`config.mk`:
```
export PLATFORM = sky130hd
export DESIGN_NAME = costas_loop_ctrl
export DESIGN_NICKNAME = d
export VERILOG_FILES = /design/src/rtl/costas_pkg.sv /design/src/rtl/err_window_meter.sv /design/src/rtl/costas_loop_ctrl.sv
export SDC_FILE = /design/constraint.sdc
export NUM_CORES = 1
export LEC_CHECK = 0
export ABC_AREA = 1
export CORE_AREA = 2 2 77 153
export CTS_CLUSTER_DIAMETER = 30
export DETAILED_ROUTE_END_ITERATION = 6
export DIE_AREA = 0 0 79 155
export GPL_ROUTABILITY_DRIVEN = 0
export PLACE_DENSITY = 0.61
export SETUP_SLACK_MARGIN = 0.05
export SLEW_MARGIN = 25
export SYNTH_ARGS = -nofsm -noshare
export SYNTH_HDL_FRONTEND = slang
export SYNTH_SLANG_ARGS = --single-unit
```
`constraint.sdc`:
```
create_clock -name clk_16M384 -period 2.7 [get_ports clk_16M384]
set_input_delay 0.81 -clock clk_16M384 [delete_from_list [all_inputs] [get_ports clk_16M384]]
set_output_delay 0.81 -clock clk_16M384 [all_outputs]
set_load 0.005 [all_outputs]
```
`src/rtl/costas_pkg.sv`:
```
// Shared definitions for the Costas loop lock controller:
// state encoding, default loop-gain shifts and a saturating |x| helper.
package costas_pkg;

    localparam logic [1:0] STATE_IDLE    = 2'd0;
    localparam logic [1:0] STATE_FLUSH   = 2'd1;
    localparam logic [1:0] STATE_ACQUIRE = 2'd2;
    localparam logic [1:0] STATE_TRACK   = 2'd3;

    typedef enum logic [1:0] {
        ST_IDLE    = STATE_IDLE,
        ST_FLUSH   = STATE_FLUSH,
        ST_ACQUIRE = STATE_ACQUIRE,
        ST_TRACK   = STATE_TRACK
    } ctrl_state_e;

    localparam logic [3:0] ACQ_SHIFT_DEFAULT = 4'd2;
    localparam logic [3:0] TRK_SHIFT_DEFAULT = 4'd6;

    // -32768 has no positive counterpart in 16 bits, so it clips to 32767
    function automatic logic [15:0] abs_sat(input logic signed [15:0] x);
        logic [15:0] r;
        if (x == 16'sh8000) begin
            r = 16'h7FFF;
        end else if (x < 0) begin
            r = 16'(-x);
        end else begin
            r = 16'(x);
        end
        return r;
    endfunction

endpackage

```
`src/rtl/err_window_meter.sv`:
```
// Sums saturated |error| over 2^WIN_LOG2 valid samples and classifies each
// closed window against the lock/unlock thresholds with one-cycle strobes.
module err_window_meter
    import costas_pkg::*;
#(
    parameter int          WIN_LOG2      = 8,
    parameter logic [23:0] LOCK_THRESH   = 24'd262144,
    parameter logic [23:0] UNLOCK_THRESH = 24'd1048576
) (
    input  logic               clk_i,
    input  logic               rst_ni,
    input  logic               clear_i,
    input  logic signed [15:0] data_i,
    input  logic               valid_i,
    output logic               win_done,
    output logic               win_good,
    output logic               win_bad
);

    localparam int AW  = 16 + WIN_LOG2;
    localparam int AW1 = AW + 1;
    localparam int CW  = (AW > 24) ? AW : 24;

    logic [AW-1:0]       acc_q, acc_d;
    logic [WIN_LOG2-1:0] cnt_q, cnt_d;
    logic                done_q, done_d;
    logic                good_q, good_d;
    logic                bad_q, bad_d;
    logic [AW:0]         sum_wide;
    logic [AW-1:0]       sum;
    logic [CW-1:0]       sum_cmp;

    // The sum cannot exceed the accumulator range by construction; the clip is a guard
    assign sum_wide = {1'b0, acc_q} + AW1'(abs_sat(data_i));
    assign sum      = sum_wide[AW] ? '1 : sum_wide[AW-1:0];
    assign sum_cmp  = CW'(sum);

    always_comb begin
        acc_d  = acc_q;
        cnt_d  = cnt_q;
        done_d = 1'b0;
        good_d = 1'b0;
        bad_d  = 1'b0;
        if (clear_i) begin
            acc_d = '0;
            cnt_d = '0;
        end else if (valid_i) begin
            if (&cnt_q) begin
                acc_d  = '0;
                cnt_d  = '0;
                done_d = 1'b1;
                good_d = (sum_cmp < CW'(LOCK_THRESH));
                bad_d  = (sum_cmp > CW'(UNLOCK_THRESH));
            end else begin
                acc_d = sum;
                cnt_d = cnt_q + WIN_LOG2'(1);
            end
        end
    end

    always_ff @(posedge clk_i or negedge rst_ni) begin
        if (!rst_ni) begin
            acc_q  <= '0;
            cnt_q  <= '0;
            done_q <= 1'b0;
            good_q <= 1'b0;
            bad_q  <= 1'b0;
        end else begin
            acc_q  <= acc_d;
            cnt_q  <= cnt_d;
            done_q <= done_d;
            good_q <= good_d;
            bad_q  <= bad_d;
        end
    end

    assign win_done = done_q;
    assign win_good = good_q;
    assign win_bad  = bad_q;

endmodule

```
`src/rtl/costas_loop_ctrl.sv`:
```
// Costas loop lock controller: IDLE/FLUSH/ACQUIRE/TRACK sequencing and loop-gain selection.
// Define COSTAS_CTRL_GEARSHIFT_EN to ramp the tracking shift up one step per good window.
module costas_loop_ctrl
    import costas_pkg::*;
#(
    parameter int          WIN_LOG2      = 8,
    parameter logic [23:0] LOCK_THRESH   = 24'd262144,
    parameter logic [23:0] UNLOCK_THRESH = 24'd1048576,
    parameter int          LOCK_COUNT    = 4,
    parameter int          UNLOCK_COUNT  = 2,
    parameter logic [3:0]  ACQ_SHIFT     = ACQ_SHIFT_DEFAULT,
    parameter logic [3:0]  TRK_SHIFT     = TRK_SHIFT_DEFAULT,
    parameter int          FLUSH_CYCLES  = 64
) (
    input  logic               clk_16M384,
    input  logic               rst_16M384,
    input  logic               enable,
    input  logic               is_bpsk,
    input  logic signed [15:0] error_tdata,
    input  logic               error_tvalid,
    output logic [3:0]         FEEDBACK_SHIFT,
    output logic               loop_rst,
    output logic               locked,
    output logic [1:0]         ctrl_state
);

    localparam int GCW = $clog2(LOCK_COUNT + 1);
    localparam int BCW = $clog2(UNLOCK_COUNT + 1);
    localparam int FCW = $clog2(FLUSH_CYCLES + 1);

    ctrl_state_e    state_q, state_d;
    logic [FCW-1:0] flush_cnt_q, flush_cnt_d;
    logic [GCW-1:0] good_cnt_q, good_cnt_d, good_next;
    logic [BCW-1:0] bad_cnt_q, bad_cnt_d, bad_next;
    logic [3:0]     shift_q, shift_d;
    logic           bpsk_q;
    logic           loop_rst_q, locked_q;
    logic           mode_change;
    logic           meter_clear;
    logic           win_done, win_good, win_bad;

    assign mode_change = is_bpsk ^ bpsk_q;
    assign meter_clear = (state_q == ST_IDLE) || (state_q == ST_FLUSH) ||
                         (state_d == ST_IDLE) || (state_d == ST_FLUSH);

    err_window_meter #(
        .WIN_LOG2      (WIN_LOG2),
        .LOCK_THRESH   (LOCK_THRESH),
        .UNLOCK_THRESH (UNLOCK_THRESH)
    ) u_meter (
        .clk_i    (clk_16M384),
        .rst_ni   (rst_16M384),
        .clear_i  (meter_clear),
        .data_i   (error_tdata),
        .valid_i  (error_tvalid),
        .win_done (win_done),
        .win_good (win_good),
        .win_bad  (win_bad)
    );

    assign good_next = !win_good ? '0 :
                       (good_cnt_q == GCW'(LOCK_COUNT)) ? good_cnt_q : good_cnt_q + GCW'(1);
    assign bad_next  = !win_bad ? '0 :
                       (bad_cnt_q == BCW'(UNLOCK_COUNT)) ? bad_cnt_q : bad_cnt_q + BCW'(1);

    // Disable beats a modulation change, which beats the normal sequencing
    always_comb begin
        state_d     = state_q;
        flush_cnt_d = flush_cnt_q;
        good_cnt_d  = good_cnt_q;
        bad_cnt_d   = bad_cnt_q;
        if (!enable) begin
            state_d = ST_IDLE;
        end else if (state_q == ST_IDLE || mode_change) begin
            state_d     = ST_FLUSH;
            flush_cnt_d = '0;
        end else begin
            case (state_q)
                ST_FLUSH: begin
                    if (flush_cnt_q == FCW'(FLUSH_CYCLES - 1)) begin
                        state_d = ST_ACQUIRE;
                    end else begin
                        flush_cnt_d = flush_cnt_q + FCW'(1);
                    end
                end
                ST_ACQUIRE: begin
                    if (win_done) begin
                        good_cnt_d = good_next;
                        bad_cnt_d  = bad_next;
                        if (good_next == GCW'(LOCK_COUNT)) begin
                            state_d    = ST_TRACK;
                            good_cnt_d = '0;
                            bad_cnt_d  = '0;
                        end
                    end
                end
                ST_TRACK: begin
                    if (win_done) begin
                        good_cnt_d = good_next;
                        bad_cnt_d  = bad_next;
                        if (bad_next == BCW'(UNLOCK_COUNT)) begin
                            state_d    = ST_ACQUIRE;
                            good_cnt_d = '0;
                            bad_cnt_d  = '0;
                        end
                    end
                end
                default: begin
                end
            endcase
        end
        if (state_d == ST_IDLE || state_d == ST_FLUSH) begin
            good_cnt_d = '0;
            bad_cnt_d  = '0;
        end
    end

`ifdef COSTAS_CTRL_GEARSHIFT_EN
    always_comb begin
        shift_d = ACQ_SHIFT;
        if (state_d == ST_TRACK) begin
            if (state_q != ST_TRACK) begin
                shift_d = ACQ_SHIFT + 4'd1;
            end else if (win_done && win_bad) begin
                shift_d = ACQ_SHIFT + 4'd1;
            end else if (win_done && win_good && (shift_q < TRK_SHIFT)) begin
                shift_d = shift_q + 4'd1;
            end else begin
                shift_d = shift_q;
            end
        end
    end
`else
    always_comb begin
        shift_d = (state_d == ST_TRACK) ? TRK_SHIFT : ACQ_SHIFT;
    end
`endif

    // Outputs are registered from the next state so they line up with ctrl_state
    always_ff @(posedge clk_16M384 or negedge rst_16M384) begin
        if (!rst_16M384) begin
            state_q     <= ST_IDLE;
            flush_cnt_q <= '0;
            good_cnt_q  <= '0;
            bad_cnt_q   <= '0;
            bpsk_q      <= 1'b0;
            shift_q     <= ACQ_SHIFT;
            loop_rst_q  <= 1'b1;
            locked_q    <= 1'b0;
        end else begin
            state_q     <= state_d;
            flush_cnt_q <= flush_cnt_d;
            good_cnt_q  <= good_cnt_d;
            bad_cnt_q   <= bad_cnt_d;
            bpsk_q      <= is_bpsk;
            shift_q     <= shift_d;
            loop_rst_q  <= (state_d == ST_IDLE) || (state_d == ST_FLUSH);
            locked_q    <= (state_d == ST_TRACK);
        end
    end

    assign ctrl_state     = state_q;
    assign FEEDBACK_SHIFT = shift_q;
    assign loop_rst       = loop_rst_q;
    assign locked         = locked_q;

endmodule

```
==> summary.md <==
| Metric | Value |
|---|---|
| Worst path max stage delay | 0.26 ns |
| Clk_lat worst skew | 0.30 ns |
| FILL cells | 966 |
| Synthesis-to-finish area growth | 57.50% |
| 1st-iter DRT viols | 384 |
| Slowest stage cell, crit path | nor4_4 |
| Share of cells above drive strength 1 | 41.34% |
| Finished Core Util | 61.64% |
| CTS tree | built |
| H-tree depth | 2 |
| RSZ-0062 raised after global routing | true |
| Post-Layout Cell Count | 962 |
| Critical path fanouts, max | 4 |
| Cell Rows | 55 |
| Final Critical Period | 3.545 ns |
| Max_slew headroom | 48.83% |
| Pre-CTS WS | -1.931 ns |
| Synth area leaders | dfrtp_1 29%, nand2_1 17%, inv_1 8.3% |
| Hold Crit Depth | 2 |
| #FFs+latches synth | 52 |
| Routed Antenna Nets | 0 |
| TritonRoute pass-1 iters | 4 |
| First-pass GRT wire length | 21.80 mm |
| Post-Syn Area | 4363 um^2 |
| Leakage power | 3.411 nW |
| R2r startpoint | u_meter.acc_q[0] |
| Failing checks | setup timing |
| Vias post-DR | 4848 |
| Die H | 155 um |
| Post-DP HPWL | 9.480 mm |
| Power Density | 281.5 nW/um^2 |
| Top delay family on crit path | simple AND/OR/NAND/NOR gates |
| Die Wd | 79 um |
| Synth cell types | 44 |
| Total congestion overflow | 0 |
| CP Launch Type | input port |
| Status | finished with violations |
| Wire length per cell | 14.09 um |
| CP endpoint kind | register |
| Clock Skew | 0.007786 ns |
| Number of flops mapped to enable cells by yosys | 0 |
| Critical path class | input port to register |
| Fmax | 282.1 MHz |
| CTS clock-pin slew for the worst setup and hold paths | 0.08 ns |
| Worst reg2reg path depth | 17 |
| Setup TNS | -17.20 ns |
| DIE AREA | 12250 um^2 |
| Max cap viols | 0 |
| Number of hold buffers added after CTS | 0 |
| Post-Synthesis Cells | 668 |
| Average cell area after synthesis | 6.531 um^2 |
| Routed vias/inst | 5.040 |
| Top FF cell, synth | dfrtp_1 |
| Hold endpoint | u_meter.acc_q[10] |
| Initial antenna violation count | 0 |
| Synth warn | 0 |
| CP Data Arrival Time | 3.74 ns |
| FF+latch area | 1303 um^2 |
| Slew Viols, Final | 0 |
| Clock Path Buffers | 2 |
| Post-synth ARST share | 100.0% |
| Crit path buf inv count | 9 |
| Drt total wl | 13.55 mm |
| I/O pins | 29 |
| Largest net degree at the start of global routing | 53 |
| Final WS setup | -0.8451 ns |
| Root buf cell | clkbuf_16 |
| Critical Path Stages | 27 |
| Required @ worst endpoint | 2.89 ns |
| N_diodes | 0 |
| Final Hold Fails | 0 |
| Period utilization | 131.3% |
| Worst-margin pin slew | 0.7648 ns |
| Vias in the first global route | 4728 |
| Worst VDD drop | 0.2996 mV |
| CTS Buf Count | 5 |
| Overall Global Routing Usage | 22.01% |
| Cells after DPL | 929 |
| Total power draw | 0.001934 W |
| Core Region | 11150 um^2 |
| DRC | 0 |
| Final nets | 865 |
| Clk sink count | 52 |
| Sequential fraction of the synthesis area | 29.85% |
| Yosys top cell area share | 29.25% |
| Multi-input gate area | 3490 um^2 |
| Reg-to-reg slack, setup | 0.40 ns |
| Capturing point of the worst reg2reg path | u_meter.win_bad |
| Worst Hold Class | register to register |
| Leading area contributor after synthesis | dfrtp_1 |
| I/O Buffers | 25 |
| Initial Util | 39.14% |
| Setup Viol. Count Final | 26 |
| Hold path startpoint | u_meter.acc_q[10] |
-- cells in the final DEF, fill, tap and decap left out, types with 6 or more instances in the layout --
cell	n
inv_4	6
inv_2	18
clkdlybuf4s50_1	12
nor3_1	8
nor2_1	49
o21ai_2	12
buf_4	101
a21oi_2	10
ha_1	11
o22ai_2	6
nand2_2	41
inv_1	80
dfrtp_1	51
nand3_1	32
nand3_2	11
nand2_4	22
nor3_2	6
nor2_2	15
o21ai_0	13
ha_4	11
nand3_4	7
xor2_1	11
buf_6	25
o21ai_1	19
nand4_1	9
a21oi_1	14
nor2_4	10
nand2_1	134
-- worst register-to-register path: cells and delay by family, from the launching register on --
| kind | cells | cell delay, ns |
|---|---|---|
| and+or+nand+nor | 13 | 1.18 |
| adders and majority gates | 2 | 0.50 |
| DFF | 1 | 0.40 |
| buffers and inverters | 2 | 0.11 |
-- per-layer routing --
layer	GRT usage [%]	share of wire [%]	up-vias
met1	27.85	43	2284
li1	-	-	2448
met5	0	0	-
met3	2.842	3.0	29
met2	37.93	52	87
met4	7.800	2.9	0
-- cells in the mapped netlist, drive strengths merged (3+ instances only) --
cell type / instances
nand2: 200
inv: 107
nor2: 76
dfrtp: 51
nand3: 50
o21ai: 45
a21oi: 29
ha: 24
nor3: 16
xor2: 12
nand4: 9
buf: 8
o22ai: 7
xnor2: 5
a31oi: 4
clkinv: 3
nand3b: 3
-- where the power goes --
part	internal (W)	switching, W
sequential	0.000790	0.00000714
combinational	0.000225	0.000250
clock	0.000348	0.000314
-- repair_timing --
item                       4_1_cts  5_1_grt
buffers inserted                23       12
pin swaps                       85       67
setup endpoints to repair       26       26
gates cloned                     0        0
gates resized for setup        157      101
-- metrics by stage --
step / hold slack, ns / area [um^2]
6_report: 0.4935 / 6872
5_1_grt: 0.5153 / 6872
4_1_cts: 0.4953 / 6409
3_5_place_dp: 0.4744 / 5622
3_3_place_gp: 0.4696 / 5622
2_1_floorplan: 0.4553 / 4496
-- how the worst max path moves through the flow --
stage | start | end | slack (ns)
6_report | error_tdata[0] | u_meter.win_bad | -0.85
5_1_grt | error_tdata[0] | u_meter.win_bad | -1.05
4_1_cts | error_tdata[0] | u_meter.win_bad | -0.78
3_5_place_dp | error_tdata[1] | u_meter.win_bad | -1.93
3_3_place_gp | error_tdata[1] | u_meter.win_bad | -1.86
2_1_floorplan | error_tdata[1] | u_meter.win_bad | -0.95
-- area by class of cell --
class                           count  area share, %
Clock buffer                        5          1.821
Clock inverter                      3         0.3277
Inverter                          110          6.555
Multi-Input combinational cell    498          50.78
Sequential cell                    52          18.95
Tap cell                          142          2.586
Timing Repair Buffer              152          18.97
-- state kept, by name (all words and copies together), names as in the netlist --
signal / count
u_meter.cnt_q: 8
flush_cnt_q: 7
bad_cnt_q: 2
good_cnt_q: 3
bpsk_q: 1
u_meter.win_good: 1
u_meter.win_bad: 1
u_meter.win_done: 1
u_meter.acc_q: 24
loop_rst: 1
ctrl_state: 2
FEEDBACK_SHIFT: 1
-- logic make-up after synthesis --
kind of cell / share of synthesized area [%]
AND/OR/NAND/NOR: 35.13
other: 0.1721
flip-flops: 29.85
XOR/XNOR: 3.413
buffers and inverters: 10.98
adder cells (fa/ha/maj): 7.342
AO/OA/AOI/OAI: 13.11
Power figures use the tool's default switching activity.
